`src/rtl/mem_arbiter_pkg.sv`:
```
// mem_arbiter_pkg
// Shared types for the unified-RAM arbiter:
//   word_t      - 32-bit data/address word
//   ramstate_t  - status reported by the RAM model each cycle
//   arb_state_t - arbiter grant state
package mem_arbiter_pkg;

    typedef logic [31:0] word_t;

    typedef enum logic [1:0] {
        FREE   = 2'd0,
        BUSY   = 2'd1,
        ACCESS = 2'd2,
        ERROR  = 2'd3
    } ramstate_t;

    typedef enum logic [1:0] {
        IDLE   = 2'd0,
        IGRANT = 2'd1,
        DGRANT = 2'd2
    } arb_state_t;

endpackage

```
`src/rtl/mem_arbiter_if.sv`:
```
// mem_arbiter_if
// Bundles the fetch port, data port and RAM port of the arbiter.
//   arb modport : the arbiter side (requests and RAM status in, strobes/replies out)
//   tb  modport : the environment side (requesters plus RAM model)
interface mem_arbiter_if;
    import mem_arbiter_pkg::*;

    // instruction fetch port
    logic      iREN;
    word_t     iaddr;
    logic      iwait;
    word_t     iload;

    // data memory port
    logic      dREN;
    logic      dWEN;
    word_t     daddr;
    word_t     dstore;
    logic      dwait;
    word_t     dload;

    // RAM port
    logic      ramREN;
    logic      ramWEN;
    word_t     ramaddr;
    word_t     ramstore;
    word_t     ramload;
    ramstate_t ramstate;
    logic      ramerr;

    modport arb (
        input  iREN, iaddr, dREN, dWEN, daddr, dstore, ramload, ramstate,
        output iwait, iload, dwait, dload, ramREN, ramWEN, ramaddr, ramstore, ramerr
    );

    modport tb (
        output iREN, iaddr, dREN, dWEN, daddr, dstore, ramload, ramstate,
        input  iwait, iload, dwait, dload, ramREN, ramWEN, ramaddr, ramstore, ramerr
    );

endinterface

```
`src/rtl/mem_arbiter.sv`:
```
// mem_arbiter
// Shares the single-ported unified RAM between instruction fetch and data
// memory. One requester is granted at a time; the granted address (and write
// data) is latched and held for the RAM's multi-cycle latency. Data has
// priority over fetch.
//
// Ports:
//   CLK  - clock, rising edge
//   nRST - asynchronous active-low reset
//   bus  - mem_arbiter_if.arb: fetch port, data port, RAM port
//
// Parameter:
//   STARVE_LIMIT - consecutive data grants tolerated while fetch waits (1..15)
//
// Build option:
//   MEM_ARB_FAIRNESS_EN - when defined, a streak counter lets a waiting fetch
//   win after STARVE_LIMIT back-to-back data grants. Undefined: strict data
//   priority and STARVE_LIMIT is unused.
//
// state  | meaning
// IDLE   | no grant; arbitration happens here (one turnaround cycle after each access)
// IGRANT | fetch owns the RAM, read strobe held until ACCESS/ERROR
// DGRANT | data port owns the RAM, read or write strobe held until ACCESS/ERROR
module mem_arbiter
    import mem_arbiter_pkg::*;
#(
    parameter int unsigned STARVE_LIMIT = 4
) (
    input  logic       CLK,
    input  logic       nRST,
    mem_arbiter_if.arb bus
);

    arb_state_t state, next_state;
    word_t      addr_q;
    word_t      store_q;
    logic       wr_q;
    logic       ramerr_q;
    logic       data_req;
    logic       done;
    logic       fetch_due;
    logic       enter_i;
    logic       enter_d;

    assign data_req = bus.dREN | bus.dWEN;
    assign done     = (state != IDLE) &&
                      ((bus.ramstate == ACCESS) || (bus.ramstate == ERROR));
    assign enter_i  = (state == IDLE) && (next_state == IGRANT);
    assign enter_d  = (state == IDLE) && (next_state == DGRANT);

`ifdef MEM_ARB_FAIRNESS_EN
    logic [3:0] dstreak;

    // Fetch overrides data only once the data streak has reached the limit.
    assign fetch_due = bus.iREN && (dstreak == 4'(STARVE_LIMIT));

    always_ff @(posedge CLK or negedge nRST) begin
        if (!nRST) begin
            dstreak <= 4'd0;
        end else if (enter_i) begin
            dstreak <= 4'd0;
        end else if (enter_d) begin
            dstreak <= bus.iREN ? dstreak + 4'd1 : 4'd0;
        end
    end
`else
    logic [3:0] unused_limit;

    assign fetch_due    = 1'b0;
    assign unused_limit = 4'(STARVE_LIMIT);
`endif

    always_ff @(posedge CLK or negedge nRST) begin
        if (!nRST) begin
            state <= IDLE;
        end else begin
            state <= next_state;
        end
    end

    always_comb begin
        next_state   = state;
        bus.ramREN   = 1'b0;
        bus.ramWEN   = 1'b0;
        bus.ramaddr  = '0;
        bus.ramstore = '0;
        bus.iwait    = 1'b1;
        bus.iload    = '0;
        bus.dwait    = 1'b1;
        bus.dload    = '0;
        case (state)
            IDLE: begin
                if (data_req && !fetch_due) begin
                    next_state = DGRANT;
                end else if (bus.iREN) begin
                    next_state = IGRANT;
                end
            end
            IGRANT: begin
                bus.ramREN  = 1'b1;
                bus.ramaddr = addr_q;
                if (done) begin
                    next_state = IDLE;
                    bus.iwait  = 1'b0;
                    bus.iload  = bus.ramload;
                end
            end
            DGRANT: begin
                bus.ramWEN   = wr_q;
                bus.ramREN   = ~wr_q;
                bus.ramaddr  = addr_q;
                bus.ramstore = store_q;
                if (done) begin
                    next_state = IDLE;
                    bus.dwait  = 1'b0;
                    bus.dload  = bus.ramload;
                end
            end
            default: next_state = IDLE;
        endcase
    end

    // Request latches; dWEN wins when both data strobes are high.
    always_ff @(posedge CLK or negedge nRST) begin
        if (!nRST) begin
            addr_q  <= '0;
            store_q <= '0;
            wr_q    <= 1'b0;
        end else if (enter_i) begin
            addr_q <= bus.iaddr;
        end else if (enter_d) begin
            addr_q <= bus.daddr;
            wr_q   <= bus.dWEN;
            if (bus.dWEN) begin
                store_q <= bus.dstore;
            end
        end
    end

    always_ff @(posedge CLK or negedge nRST) begin
        if (!nRST) begin
            ramerr_q <= 1'b0;
        end else if (done && (bus.ramstate == ERROR)) begin
            ramerr_q <= 1'b1;
        end
    end

    assign bus.ramerr = ramerr_q;

endmodule

```
`src/flat_wrapper.sv`:
```
// flat-port wrapper written by rule: the top's interface ports become plain ports
module mem_arbiter_flat import mem_arbiter_pkg::*;
#(
    parameter int unsigned STARVE_LIMIT = 4
)
  (CLK, nRST, bus_iREN, bus_iaddr, bus_dREN, bus_dWEN, bus_daddr, bus_dstore, bus_ramload, bus_ramstate, bus_iwait, bus_iload, bus_dwait, bus_dload, bus_ramREN, bus_ramWEN, bus_ramaddr, bus_ramstore, bus_ramerr);
  mem_arbiter_if bus_i ();
  input  logic CLK;
  input  logic nRST;
  input wire logic [$bits(bus_i.iREN)-1:0] bus_iREN;
  input wire logic [$bits(bus_i.iaddr)-1:0] bus_iaddr;
  input wire logic [$bits(bus_i.dREN)-1:0] bus_dREN;
  input wire logic [$bits(bus_i.dWEN)-1:0] bus_dWEN;
  input wire logic [$bits(bus_i.daddr)-1:0] bus_daddr;
  input wire logic [$bits(bus_i.dstore)-1:0] bus_dstore;
  input wire logic [$bits(bus_i.ramload)-1:0] bus_ramload;
  input wire logic [$bits(bus_i.ramstate)-1:0] bus_ramstate;
  output wire logic [$bits(bus_i.iwait)-1:0] bus_iwait;
  output wire logic [$bits(bus_i.iload)-1:0] bus_iload;
  output wire logic [$bits(bus_i.dwait)-1:0] bus_dwait;
  output wire logic [$bits(bus_i.dload)-1:0] bus_dload;
  output wire logic [$bits(bus_i.ramREN)-1:0] bus_ramREN;
  output wire logic [$bits(bus_i.ramWEN)-1:0] bus_ramWEN;
  output wire logic [$bits(bus_i.ramaddr)-1:0] bus_ramaddr;
  output wire logic [$bits(bus_i.ramstore)-1:0] bus_ramstore;
  output wire logic [$bits(bus_i.ramerr)-1:0] bus_ramerr;
  assign bus_i.iREN = bus_iREN;
  assign bus_i.iaddr = bus_iaddr;
  assign bus_i.dREN = bus_dREN;
  assign bus_i.dWEN = bus_dWEN;
  assign bus_i.daddr = bus_daddr;
  assign bus_i.dstore = bus_dstore;
  assign bus_i.ramload = bus_ramload;
  assign bus_i.ramstate = bus_ramstate;
  assign bus_iwait = bus_i.iwait;
  assign bus_iload = bus_i.iload;
  assign bus_dwait = bus_i.dwait;
  assign bus_dload = bus_i.dload;
  assign bus_ramREN = bus_i.ramREN;
  assign bus_ramWEN = bus_i.ramWEN;
  assign bus_ramaddr = bus_i.ramaddr;
  assign bus_ramstore = bus_i.ramstore;
  assign bus_ramerr = bus_i.ramerr;
  mem_arbiter #(.STARVE_LIMIT(STARVE_LIMIT)) u_core (.CLK(CLK), .nRST(nRST), .bus(bus_i));
endmodule
```
`config.mk`:
```
export PLATFORM = sky130hd
export DESIGN_NAME = mem_arbiter_flat
export DESIGN_NICKNAME = d
export VERILOG_FILES = /design/src/rtl/mem_arbiter_pkg.sv /design/src/rtl/mem_arbiter_if.sv /design/src/rtl/mem_arbiter.sv /design/src/flat_wrapper.sv
export SDC_FILE = /design/constraint.sdc
export NUM_CORES = 1
export LEC_CHECK = 0
export BUFFER_PORTS_ARGS = -buffer_cell sky130_fd_sc_hd__buf_2
export CAP_MARGIN = 20
export CORE_MARGIN = 5
export CORE_UTILIZATION = 46
export CTS_CLUSTER_DIAMETER = 120
export DETAILED_ROUTE_END_ITERATION = 16
export PLACE_DENSITY = 0.95
export REMOVE_ABC_BUFFERS = 1
export SLEW_MARGIN = 10
export SYNTH_ARGS = -nofsm -noshare
export SYNTH_HDL_FRONTEND = slang
export SYNTH_SLANG_ARGS = --single-unit
export TNS_END_PERCENT = 50
```
`constraint.sdc`:
```
create_clock -name CLK -period 2.97 [get_ports CLK]
set_input_delay 0.594 -clock CLK [delete_from_list [all_inputs] [get_ports CLK]]
set_output_delay 0.594 -clock CLK [all_outputs]
set_load 0.05 [all_outputs]
```
==> After elaboration in Yosys (flattened, before gate mapping) <==
Cells that the tools add are included.
Widths: inputs -> output; s select.
{ "word_totals": {"output_inout_bits": 133, "in_bits": 135, "regBits": 68, "elab_cells": 41} }
{ "classes": {"bitwise": 3, "reduce_logical": 11, "mux": 16, "eq_ne": 6} }
{ "ops": {"columns": ["op", "n"], "rows": [
  ["$mux 32", 7],
  ["$eq 2x2->1 const B", 4],
  ["$mux 2", 3],
  ["$eq 2x1->1 const B", 2],
  ["$logic_and 1x1->1", 4],
  ["$mux 1", 4],
  ["$pmux 2 s2", 1],
  ["$reduce_bool 2->1", 2],
  ["$reduce_and 3->1", 1],
  ["$logic_not 2->1", 1],
  ["$not 1->1", 2],
  ["$pmux 1 s2", 1],
  ["$reduce_and 2->1", 1],
  ["$reduce_or 2->1", 1],
  ["$logic_or 1x1->1", 1],
  ["$or 1x1->1", 1]
]} }

==> Logic depth before layout (Yosys ltp) <==
Gate-level depths: netlist of run 1.
{ "logic_depth": {"word_depth": 9, "mapped_depth": 9, "mapped_depth_nobuf": 6} }

==> Least setup slack after synthesis of run 1 <==
OpenSTA, ideal clock, no wires.
{ "synth_path": {"path_kind": "flip-flop to output port", "start": "register u_core.state[1]", "end": "output bus_iload[10]", "path_stages_with_launch": 7, "path_slack_ps": 448, "path_buffers": 2, "arrival_time_ps": 1928, "path_cell_list": "dfrtp_1 > inv_1 > ha_1 > nor2b_1 > buf_1 > clkbuf_1 > and3_1"} }
{ "synth_between": {"elab_chain_len": 4} }
{ "synth_lines": {"columns": ["item", "line_no", "source"], "rows": [
  ["start: declaration", "mem_arbiter.sv:34", "arb_state_t state, next_state;"],
  ["start signal: assignment", "mem_arbiter.sv:77", "state <= next_state;"],
  ["$reduce_bool 2->1", "mem_arbiter.sv:46", "assign done = (state != IDLE) &&"],
  ["$logic_and 1x1->1", "mem_arbiter.sv:46", null],
  ["$mux 32", "mem_arbiter.sv:102", "if (done) begin"],
  ["$mux 32 (*)", "mem_arbiter.sv:91", "case (state)"],
  ["end: declaration", "flat_wrapper.sv:19", "output wire logic [$bits(bus_i.iload)-1:0] bus_iload;"]
]} }
Every way passes the cells marked *; elsewhere a longest branch is shown, timed or not.

==> Worst setup path after layout of run 1 <==
{ "layout_path": {"start": "register u_core.state[1]", "end": "output bus_dload[4]"} }
{ "layout_between": {"elab_chain_len": 4} }
{ "layout_lines": {"columns": ["item", "line_no", "source"], "rows": [
  ["$reduce_bool 2->1", "mem_arbiter.sv:46", null],
  ["$logic_and 1x1->1", "mem_arbiter.sv:46", null],
  ["$mux 32", "mem_arbiter.sv:113", "if (done) begin"],
  ["$mux 32 (*)", "mem_arbiter.sv:91", null],
  ["end: declaration", "flat_wrapper.sv:21", "output wire logic [$bits(bus_i.dload)-1:0] bus_dload;"]
]} }
Marks and branches as above.

==> results of run 1 <==
[cells in the mapped netlist]
master    count
o21ai_0      33
nand4b_1      1
mux2_2       32
nand2b_4      1
o21bai_1      1
and3_1       64
inv_1        35
o21a_1        1
dfrtp_1      68
nor2b_1       3
nor4b_1       1
o221ai_2      1
buf_2         6
a21o_1        1
buf_6         5
a22o_1        1
a311o_1       1
buf_1         1
and2_1       65
nand2_1       6
nor2_1       37
ha_1          4
o31a_1       32
clkbuf_1     32
a21oi_1      34
[logic make-up (layout without fill, tap and decap cells)]
family	after synthesis	after routing
adder cells (fa/ha/maj)	4	4
flip-flops	68	68
buffers and inverters	79	325
multiplexers	32	32
AND/OR/NAND/NOR	178	178
AO/OA/AOI/OAI	105	105
[per-stage QoR]
step           total power, W  area [um2]  util [%]  setup TNS, ns  setup WS, ns
2_1_floorplan         0.00552        3930         -         -42.20        -0.682
3_3_place_gp          0.00665        5500      62.7              0         0.634
3_5_place_dp          0.00683        5500      62.7              0         0.474
4_1_cts               0.00765        5710      65.1              0        0.0850
5_1_grt               0.00807        5710      65.1              0       0.00834
6_report              0.00761        5710      65.1              0         0.131
[registers in the layout (all words and copies together), names as in the netlist]
name,flops
u_core.state,2
u_core.bus.ramerr,1
u_core.wr_q,1
u_core.store_q,32
u_core.addr_q,32
[path summary, 6_finish.rpt]
check	slack, ns	endpoint	cells past startpoint	start
setup / recovery	0.13	bus_dload[4]	6	u_core.state[1]$_DFF_PN0_
hold / removal	0.33	u_core.addr_q[1]$_DFFE_PN0P_	1	nRST
setup reg to reg	0.45	u_core.addr_q[0]$_DFFE_PN0P_	6	u_core.state[1]$_DFF_PN0_
hold reg to reg	0.47	u_core.bus.ramerr$_DFFE_PN0P_	1	u_core.bus.ramerr$_DFFE_PN0P_
max in group asynchronous	1.96	u_core.addr_q[14]$_DFFE_PN0P_	2	nRST
min in group CLK	0.47	u_core.bus.ramerr$_DFFE_PN0P_	1	u_core.bus.ramerr$_DFFE_PN0P_
[report_power, final]
group          internal [W]  switching (W)
registers           0.00141       0.000233
clock network      0.000403       0.000402
logic               0.00147        0.00369
total               0.00328        0.00433
[timing repair]
item | CTS | global route
setup endpoints to repair | 0 | 64
gates resized for setup | 0 | 1
setup buffers | 0 | 0
[metal layers]
| layer | share of wire, % | track usage (%) | routed length (um) |
|---|---|---|---|
| met3 | 9.7 | 7.09 | 1280 |
| met1 | 40 | 29.7 | 5320 |
| met2 | 48 | 37.9 | 6340 |
| met5 | 0 | 0 | 0 |
| met4 | 1.6 | 6.58 | 207 |
[area by class of cell]
class | count | area [um2]
Fill cell | 699 | 3050
Multi-Input combinational cell | 319 | 2120
Sequential cell | 68 | 1700
Timing Repair Buffer | 274 | 1420
Tap cell | 108 | 135
Inverter | 35 | 131
Clock buffer | 9 | 124
Clock inverter | 7 | 82.6
==> results.md, run 1 <==
- Run status: complete, no violations
- Critical Path Source Type: register
- Pre-antenna DRT Iters: 6
- Post-synth top area share: 41.1%
- Starting Density: 47.3%
- Clock root buffer master: clkbuf_8
- Synth-to-Final Area Change: 37.8%
- WP data arrival: 2.25 ns
- Final setup violation count: 0
- DRC viols: 0
- Die Span X: 105 um
- Worst min-delay path class: in2async
- Mux cell area share after synthesis: 8.70%
- CP required: 2.38 ns
- Vias per std cell: 5.25
- Synth Area in Adders: 1.21%
- Final Hold Vio Count: 0
- P_leak: 3.36 nW
- Final wirelength: 13100 um
- Post-synthesis simple-gate area fraction: 24.6%
- Row count: 34
- Overall Global Routing Usage: 23.2%
- Worst-path clk slew: 0.08 ns
- Syn Inst Count: 466
- Peak VDD IR: 0.845 mV
- Layout cells sized above 1: 45.9%
- Synth top area cells: dfrtp_1, and2_1, and3_1
- Distinct cells, synth: 25
- Die Area: 0.0110 mm2
- RSZ-0062 raised after global routing: no
- CTS tree: yes
- Synth Register Bits: 68
- CTS max path bufs: 2
- Largest net degree at the start of global routing: 69
- Final period util: 95.6%
- Slowest CP cell: dfrtp_1
- Final estimated routing congestion in global placement: 0.905
- Post-Synth XOR/XNOR Area: 0%
- Clock skew: 0.00811 ns
- Hpwl dp: 9990 um
- Critical path, cell by cell: inv_1 > ha_1 > nor2b_2 > buf_6 > and3_1 > buf_2
- CP endpoint kind: output port
- Total global routing overflow: 0
- I/O Pins: 268
- CP max stage delay: 0.48 ns
- Final min period: 2.84 ns
- Compound-Gate Fraction of Synth Area: 16.2%
- Delay-heaviest family, CP: buffers and inverters
- TritonCTS Sinks: 68
- WL per Instance: 16.0 um
- Antenna viol nets, final: 0
- Nets@finish: 846
- Final Max Tran Viols: 0
- Slew @ Worst Pin: 1.08 ns
- WS Path Type: reg2out
- Hold Slack: 0.330 ns
- TritonCTS Buffers: 9
- First-pass GRT wire length: 21100 um
- H-tree lvl count: 3
- Sequential cell area fraction in the yosys report: 41.1%
- Core ar.: 0.00876 mm2
- Clk Latency, worst-skew pair: 0.34 ns
- Max-slew headroom: 28.2%
- CP Max Fanout: 68
- Cell taking the most area after synthesis: dfrtp_1
- N_diodes: 0
- Max-cap viol count: 0
- Vias: 4305
- Final non-filler cell total: 820
- Main combinational cell family by area after synthesis: simple AND/OR/NAND/NOR gates
- Initial antenna violation count: 0
- I/O Buffers: 267
- Syn_area_per_cell: 8.89 um2
- P per Cell Area: 1330 mW/mm2
- Commonest non-fill, non-tap cell in the layout: buf_2
- Placed Cells: 804
- Leading cell types in the layout, fill and taps excluded: buf_2, dfrtp_1, and2_1, and3_1, nor2_1
- Fmax: 352 MHz
- Synthesized area: 0.00414 mm2
- Initial drt markers: 233
- CP bufs+invs: 3
- Synth Warn #: 0
- Vias in the first global route: 4195
- Die H: 105 um
- Cts hold-fix bufs: 0
(Power assumes the default switching activity.)
==> run 2: changes to the inputs <==
- PLACE_DENSITY: 0.95 -> 0.84
==> run 2 against run 1 <==
Combinational power about the same. Worst hold slack got worse by 0.028 ns. Sequential power hardly changed. Critical path depth unchanged. Final cell count did not move. Clock skew grew 0.0017 ns. Worst setup slack gained 0.095 ns. Total power about the same. First-iteration DRC count is 0.86% higher. Final area grew 0.22%. Critical endpoint is now bus_iload[9]. Largest cell class unchanged. Largest power group unchanged.
==> results.md, run 2 (synthesis gave the netlist of run 1 again) <==
- Run status: complete, no violations
- WL per Instance: 15.5 um (-3.0%)
- WP data arrival: 2.15 ns (-0.10 ns)
- DRC viols: 0 (unchanged)
- Die Span X: 105 um (unchanged)
- Footprint of the multi-input gates: 0.00212 mm2 (unchanged)
- N_diodes: 0 (unchanged)
- WS Path Type: reg2out
- Vias per std cell: 5.21 (-0.79%)
- Final estimated routing congestion in global placement: 0.860 (-5.0%)
- Sequential cell area: 0.00170 mm2 (unchanged)
- Final wirelength: 12700 um (-3.0%)
- Post-CTS Setup Bufs: 0 (unchanged)
- Max-slew headroom: 28.1% (-0.047 points)
- Vias: 4271 (-0.79%)
- TritonCTS Buffers: 9 (unchanged)
- Final period util: 92.4% (-3.2 points)
- Hpwl dp: 9540 um (-4.5%)
- CP required: 2.38 ns (about the same)
- Fmax: 364 MHz (+3.5%)
- Setup_tns: 0 ns (unchanged)
- CTS max path bufs: 2 (unchanged)
- Clock root buffer master: clkbuf_8
- Pre-antenna DRT Iters: 6 (unchanged)
- Final Max Tran Viols: 0 (unchanged)
- Final min period: 2.74 ns (-0.0955 ns)
- Max-cap viol count: 0 (unchanged)
- Overall Global Routing Usage: 22.2% (-1.0 points)
- Initial antenna violation count: 0 (unchanged)
- Clock skew: 0.00978 ns (+0.00167 ns)
- Largest regs: u_core.addr_q: 32 flops, u_core.store_q: 32 flops, u_core.state: 2 flops
- RSZ-0062 raised after global routing: no
- Fillers: 721 (+3.1%)
- Leading cell types in the layout, fill and taps excluded: buf_2, dfrtp_1, and2_1, and3_1, nor2_1
- First-pass GRT wire length: 20700 um (-2.2%)
- Starting Density: 47.3% (unchanged)
- Die H: 105 um (unchanged)
- Total global routing overflow: 0 (unchanged)
- Largest net degree at the start of global routing: 68 (-1.4%)
- Cts hold-fix bufs: 0 (unchanged)
- Worst-path clk slew: 0.08 ns (about the same)
- Synth-to-Final Area Change: 38.1%
- Nets@finish: 846 (unchanged)
- Final Hold Vio Count: 0 (unchanged)
- Critical Path Source Type: register
- Core ar.: 0.00876 mm2 (unchanged)
- Final setup violation count: 0 (unchanged)
- TritonCTS Sinks: 68 (unchanged)
- Row count: 34 (unchanged)
- H-tree lvl count: 3 (unchanged)
- Commonest non-fill, non-tap cell in the layout: buf_2
- Worst min-delay path class: in2async
- Final non-filler cell total: 820 (unchanged)
- CP endpoint kind: output port
- CP Max Fanout: 66 (-2.9%)
- Vias in the first global route: 4137 (-1.4%)
- Initial drt markers: 235 (+0.86%)
- Peak VDD IR: 0.761 mV (-9.9%)
- Antenna viol nets, final: 0 (unchanged)
- Clk Latency, worst-skew pair: 0.33 ns (about the same)
- P per Cell Area: 1330 mW/mm2 (-0.25%)
- CTS tree: yes
- Placed Cells: 804 (unchanged)
- Layout cells sized above 1: 45.9% (unchanged)
- Slew @ Worst Pin: 1.08 ns (+0.000702 ns)
- Die Area: 0.0110 mm2 (unchanged)
- Post_cts resized: 0 (unchanged)
- I/O Buffers: 267 (unchanged)
- I/O Pins: 268 (unchanged)
- P_leak: 3.37 nW (+0.29%)
-- run 2: changes by cell type in the layout (fill, tap and decap cells not counted), sizes merged --
cell and change:
inv -2, bufinv +1, clkinv +2, clkinvlp -1
-- run 2: routing by layer --
| metal | vias up | wire, um | track usage (%) |
|---|---|---|---|
| met1 | 1984 | 5500 | 31.1 |
| met2 | 216 | 6010 | 34.5 |
| met5 | - | 0 | 0 |
| met4 | 0 | 157 | 5.94 |
| li1 | 2055 | - | - |
| met3 | 16 | 1080 | 5.24 |
-- run 2: worst max-delay path, stage by stage (launching register included) --
cell and delay, ns:
dfrtp_1 0.48, inv_1 0.10, ha_1 0.29, nor2b_2 0.24
buf_12 0.25, and3_1 0.19, buf_2 0.26
-- run 2: stage by stage --
| stage | total power [W] | utilization (%) | instance area, um2 | hold slack, ns | setup slack (ns) |
|---|---|---|---|---|---|
| after floorplan | 0.00552 | - | 3930 | 0.298 | -0.682 |
| after global placement | 0.00663 | 62.7 | 5500 | 0.456 | 0.670 |
| after detailed placement | 0.00677 | 62.7 | 5500 | 0.460 | 0.535 |
| after CTS | 0.00764 | 65.3 | 5720 | 0.308 | 0.224 |
| after global routing | 0.00807 | 65.3 | 5720 | 0.340 | 0.0745 |
| final | 0.00760 | 65.3 | 5720 | 0.302 | 0.226 |
-- run 2: power breakdown --
group	internal (W)	switching, W
sequential	0.00141	0.000220
clock	0.000479	0.000373
combinational	0.00145	0.00368
-- run 2: final cells by class --
class                   instances  share of cell area [%]
clock buffers                   9                    2.16
repair buffers                274                    24.7
clock inverters                 7                    1.73
multi-input cells             319                    37.0
well taps                     108                    2.36
inverters                      35                    2.30
flip-flops and latches         68                    29.7
-- run 2: path summary, 6_finish.rpt --
path	from	slack, ns	end	cells past startpoint
setup / recovery	u_core.state[0]$_DFF_PN0_	0.23	bus_iload[9]	6
hold / removal	nRST	0.30	u_core.addr_q[10]$_DFFE_PN0P_	1
setup reg to reg	u_core.state[1]$_DFF_PN0_	0.47	u_core.addr_q[15]$_DFFE_PN0P_	6
hold reg to reg	u_core.bus.ramerr$_DFFE_PN0P_	0.47	u_core.bus.ramerr$_DFFE_PN0P_	1
max in group asynchronous	nRST	2.00	u_core.store_q[11]$_DFFE_PN0P_	2
min in group CLK	u_core.bus.ramerr$_DFFE_PN0P_	0.47	u_core.bus.ramerr$_DFFE_PN0P_	1
==> run 3: changes to the inputs <==
- CORE_AREA: unset -> 4 4 102 104
- CORE_MARGIN: 5 -> unset
- CORE_UTILIZATION: 46 -> unset
- CTS_BUF_LIST: unset -> sky130_fd_sc_hd__clkbuf_8
- DIE_AREA: unset -> 0 0 106 108
- PLACE_DENSITY: 0.84 -> 0.8
==> run 3 against run 2 <==
Maximum frequency increased by 0.14%. Final cell count increased by 3.2%. Worst hold slack improved by 0.015 ns. Critical path depth decreased by 1. Sequential share of layout area increased by 0.065 points. Clock skew increased by 0.0034 ns. Clock-buffer cell count unchanged. Combinational power about the same. Clock power decreased by 20%. First-iteration DRC count increased by 45%. Global-route usage decreased by 0.11 points. Sequential power about the same. Largest cell class unchanged.
==> results.md, run 3 (synthesis gave the netlist of run 1 again) <==
- Fmax: 365 MHz (+0.14%)
- Final setup violation count: 0 (unchanged)
- Clk Latency, worst-skew pair: 0.34 ns (about the same)
- Post-CTS Setup Bufs: 0 (unchanged)
- First-pass GRT wire length: 20500 um (-0.87%)
- Final non-filler cell total: 846 (+3.2%)
- CTS max path bufs: 2 (unchanged)
- Hpwl dp: 9650 um (+1.1%)
- Final estimated routing congestion in global placement: 0.951 (+11%)
- WP data arrival: 2.15 ns (about the same)
- Worst min-delay path class: in2async
- Run status: complete, no violations
- Clock skew: 0.0131 ns (+0.00336 ns)
- I/O Pins: 268 (unchanged)
- Pre-antenna DRT Iters: 4 (-2)
- Final wirelength: 13000 um (+1.9%)
- Clock root buffer master: clkbuf_8
- CTS tree: yes
- Max-cap viol count: 0 (unchanged)
- DP Worst Slack: 0.337 ns (-0.198 ns)
- Fillers: 845 (+17%)
- Peak VDD IR: 0.734 mV (-3.6%)
- Delay-heaviest family, CP: buffers and inverters
- Synth-to-Final Area Change: 37.8%
- Placed Cells: 830 (+3.2%)
- Nets@finish: 847 (+0.12%)
- Vias per std cell: 4.99 (-4.2%)
- Initial drt markers: 341 (+45%)
- WS Path Type: reg2out
- Final period util: 92.3% (-0.13 points)
- Max-slew headroom: 27.9% (-0.24 points)
- Vias: 4222 (-1.1%)
- Commonest non-fill, non-tap cell in the layout: buf_2
- Slowest CP cell: dfrtp_1
- Total global routing overflow: 0 (unchanged)
- TritonCTS Buffers: 9 (unchanged)
- Hold Slack: 0.317 ns (+0.0152 ns)
- CP required: 2.38 ns (about the same)
- I/O Buffers: 267 (unchanged)
- Die H: 108 um (+2.9%)
- P per Cell Area: 1300 mW/mm2 (-1.8%)
- P_leak: 3.35 nW (-0.73%)
- H-tree lvl count: 3 (unchanged)
- Worst-path clk slew: 0.08 ns (about the same)
- Die Span X: 106 um (+1.0%)
- Largest regs: u_core.addr_q: 32 flops, u_core.store_q: 32 flops, u_core.state: 2 flops
- Row count: 36 (+5.9%)
- Antenna viol nets, final: 0 (unchanged)
- N_diodes: 0 (unchanged)
- Setup_tns: 0 ns (unchanged)
- Overall Global Routing Usage: 22.1% (-0.11 points)
- CP max stage delay: 0.47 ns (about the same)
- Final Max Tran Viols: 0 (unchanged)
- Critical path, cell by cell: inv_1 > ha_2 > buf_4 > and2_1 > buf_2
- Critical Path Source Type: register
- Vias in the first global route: 4057 (-1.9%)
- WL per Instance: 15.3 um (-1.3%)
- Cts hold-fix bufs: 0 (unchanged)
- Layout cells sized above 1: 46.3% (+0.36 points)
- Final Worst Setup Slack: 0.230 ns (+0.00375 ns)
- Post_cts resized: 0 (unchanged)
- Slew @ Worst Pin: 1.08 ns (+0.00366 ns)
- Starting Density: 43.4% (-3.9 points)
- Largest net degree at the start of global routing: 68 (unchanged)
- RSZ-0062 raised after global routing: no
- Final Hold Vio Count: 0 (unchanged)
- Initial antenna violation count: 0 (unchanged)
- CP Max Fanout: 26 (-61%)
- Die Area: 0.0114 mm2 (+4.0%)
- Final min period: 2.74 ns (-0.00375 ns)
- CP endpoint kind: output port
- Leading cell types in the layout, fill and taps excluded: buf_2, dfrtp_1, and2_1, and3_1, nor2_1
- Core ar.: 0.00955 mm2 (+9.0%)
- Final Total Pwr: 0.00745 W (-2.0%)
- TritonCTS Sinks: 68 (unchanged)
- DRC viols: 0 (unchanged)
- CP bufs+invs: 3 (unchanged)
[run 3: worst reg2reg max path, cell delays in order, from the launching register on]
cell and delay (ns):
dfrtp_1 0.47, inv_1 0.14, ha_2 0.46, o21bai_1 0.14
a22o_2 0.86, o21ai_0 0.29, a21oi_1 0.19
[run 3: final cells by class]
cell class | instances | area (um2) | share of cell area [%]
Timing Repair Buffer | 275 | 1410 | 24.7
Sequential cell | 68 | 1700 | 29.8
Tap cell | 133 | 166 | 2.91
Clock inverter | 7 | 51.3 | 0.899
Multi-Input combinational cell | 319 | 2120 | 37.2
Clock buffer | 9 | 124 | 2.17
Inverter | 35 | 131 | 2.30
[run 3: per-stage QoR]
stage	utilization (%)	cell area [um2]
after floorplan	-	3930
after global placement	57.9	5530
after detailed placement	57.9	5530
after CTS	59.7	5700
after global routing	59.8	5710
final	59.8	5710
[run 3: final timing paths]
kind                                                 endpoint                     startpoint  slack, ns  depth (start not counted)
worst max-delay path                          bus_ramaddr[13]      u_core.state[1]$_DFF_PN0_       0.23                          5
worst min-delay path             u_core.addr_q[4]$_DFFE_PN0P_                           nRST       0.32                          1
worst max register to register   u_core.addr_q[9]$_DFFE_PN0P_      u_core.state[1]$_DFF_PN0_       0.36                          6
worst min register to register  u_core.bus.ramerr$_DFFE_PN0P_  u_core.bus.ramerr$_DFFE_PN0P_       0.48                          1
max in group asynchronous       u_core.addr_q[21]$_DFFE_PN0P_                           nRST       1.95                          2
min in group CLK                u_core.bus.ramerr$_DFFE_PN0P_  u_core.bus.ramerr$_DFFE_PN0P_       0.48                          1
[run 3: per-layer routing]
metal	track usage, %	share of wire (%)
met4	6.57	1.4
met1	28.7	41
met2	36.3	48
met3	5.85	9.1
met5	0	0
[run 3: power breakdown]
part           internal [W]  switching, W
Combinational       0.00147       0.00367
Clock              0.000305      0.000380
Sequential          0.00141      0.000220
Total               0.00318       0.00427
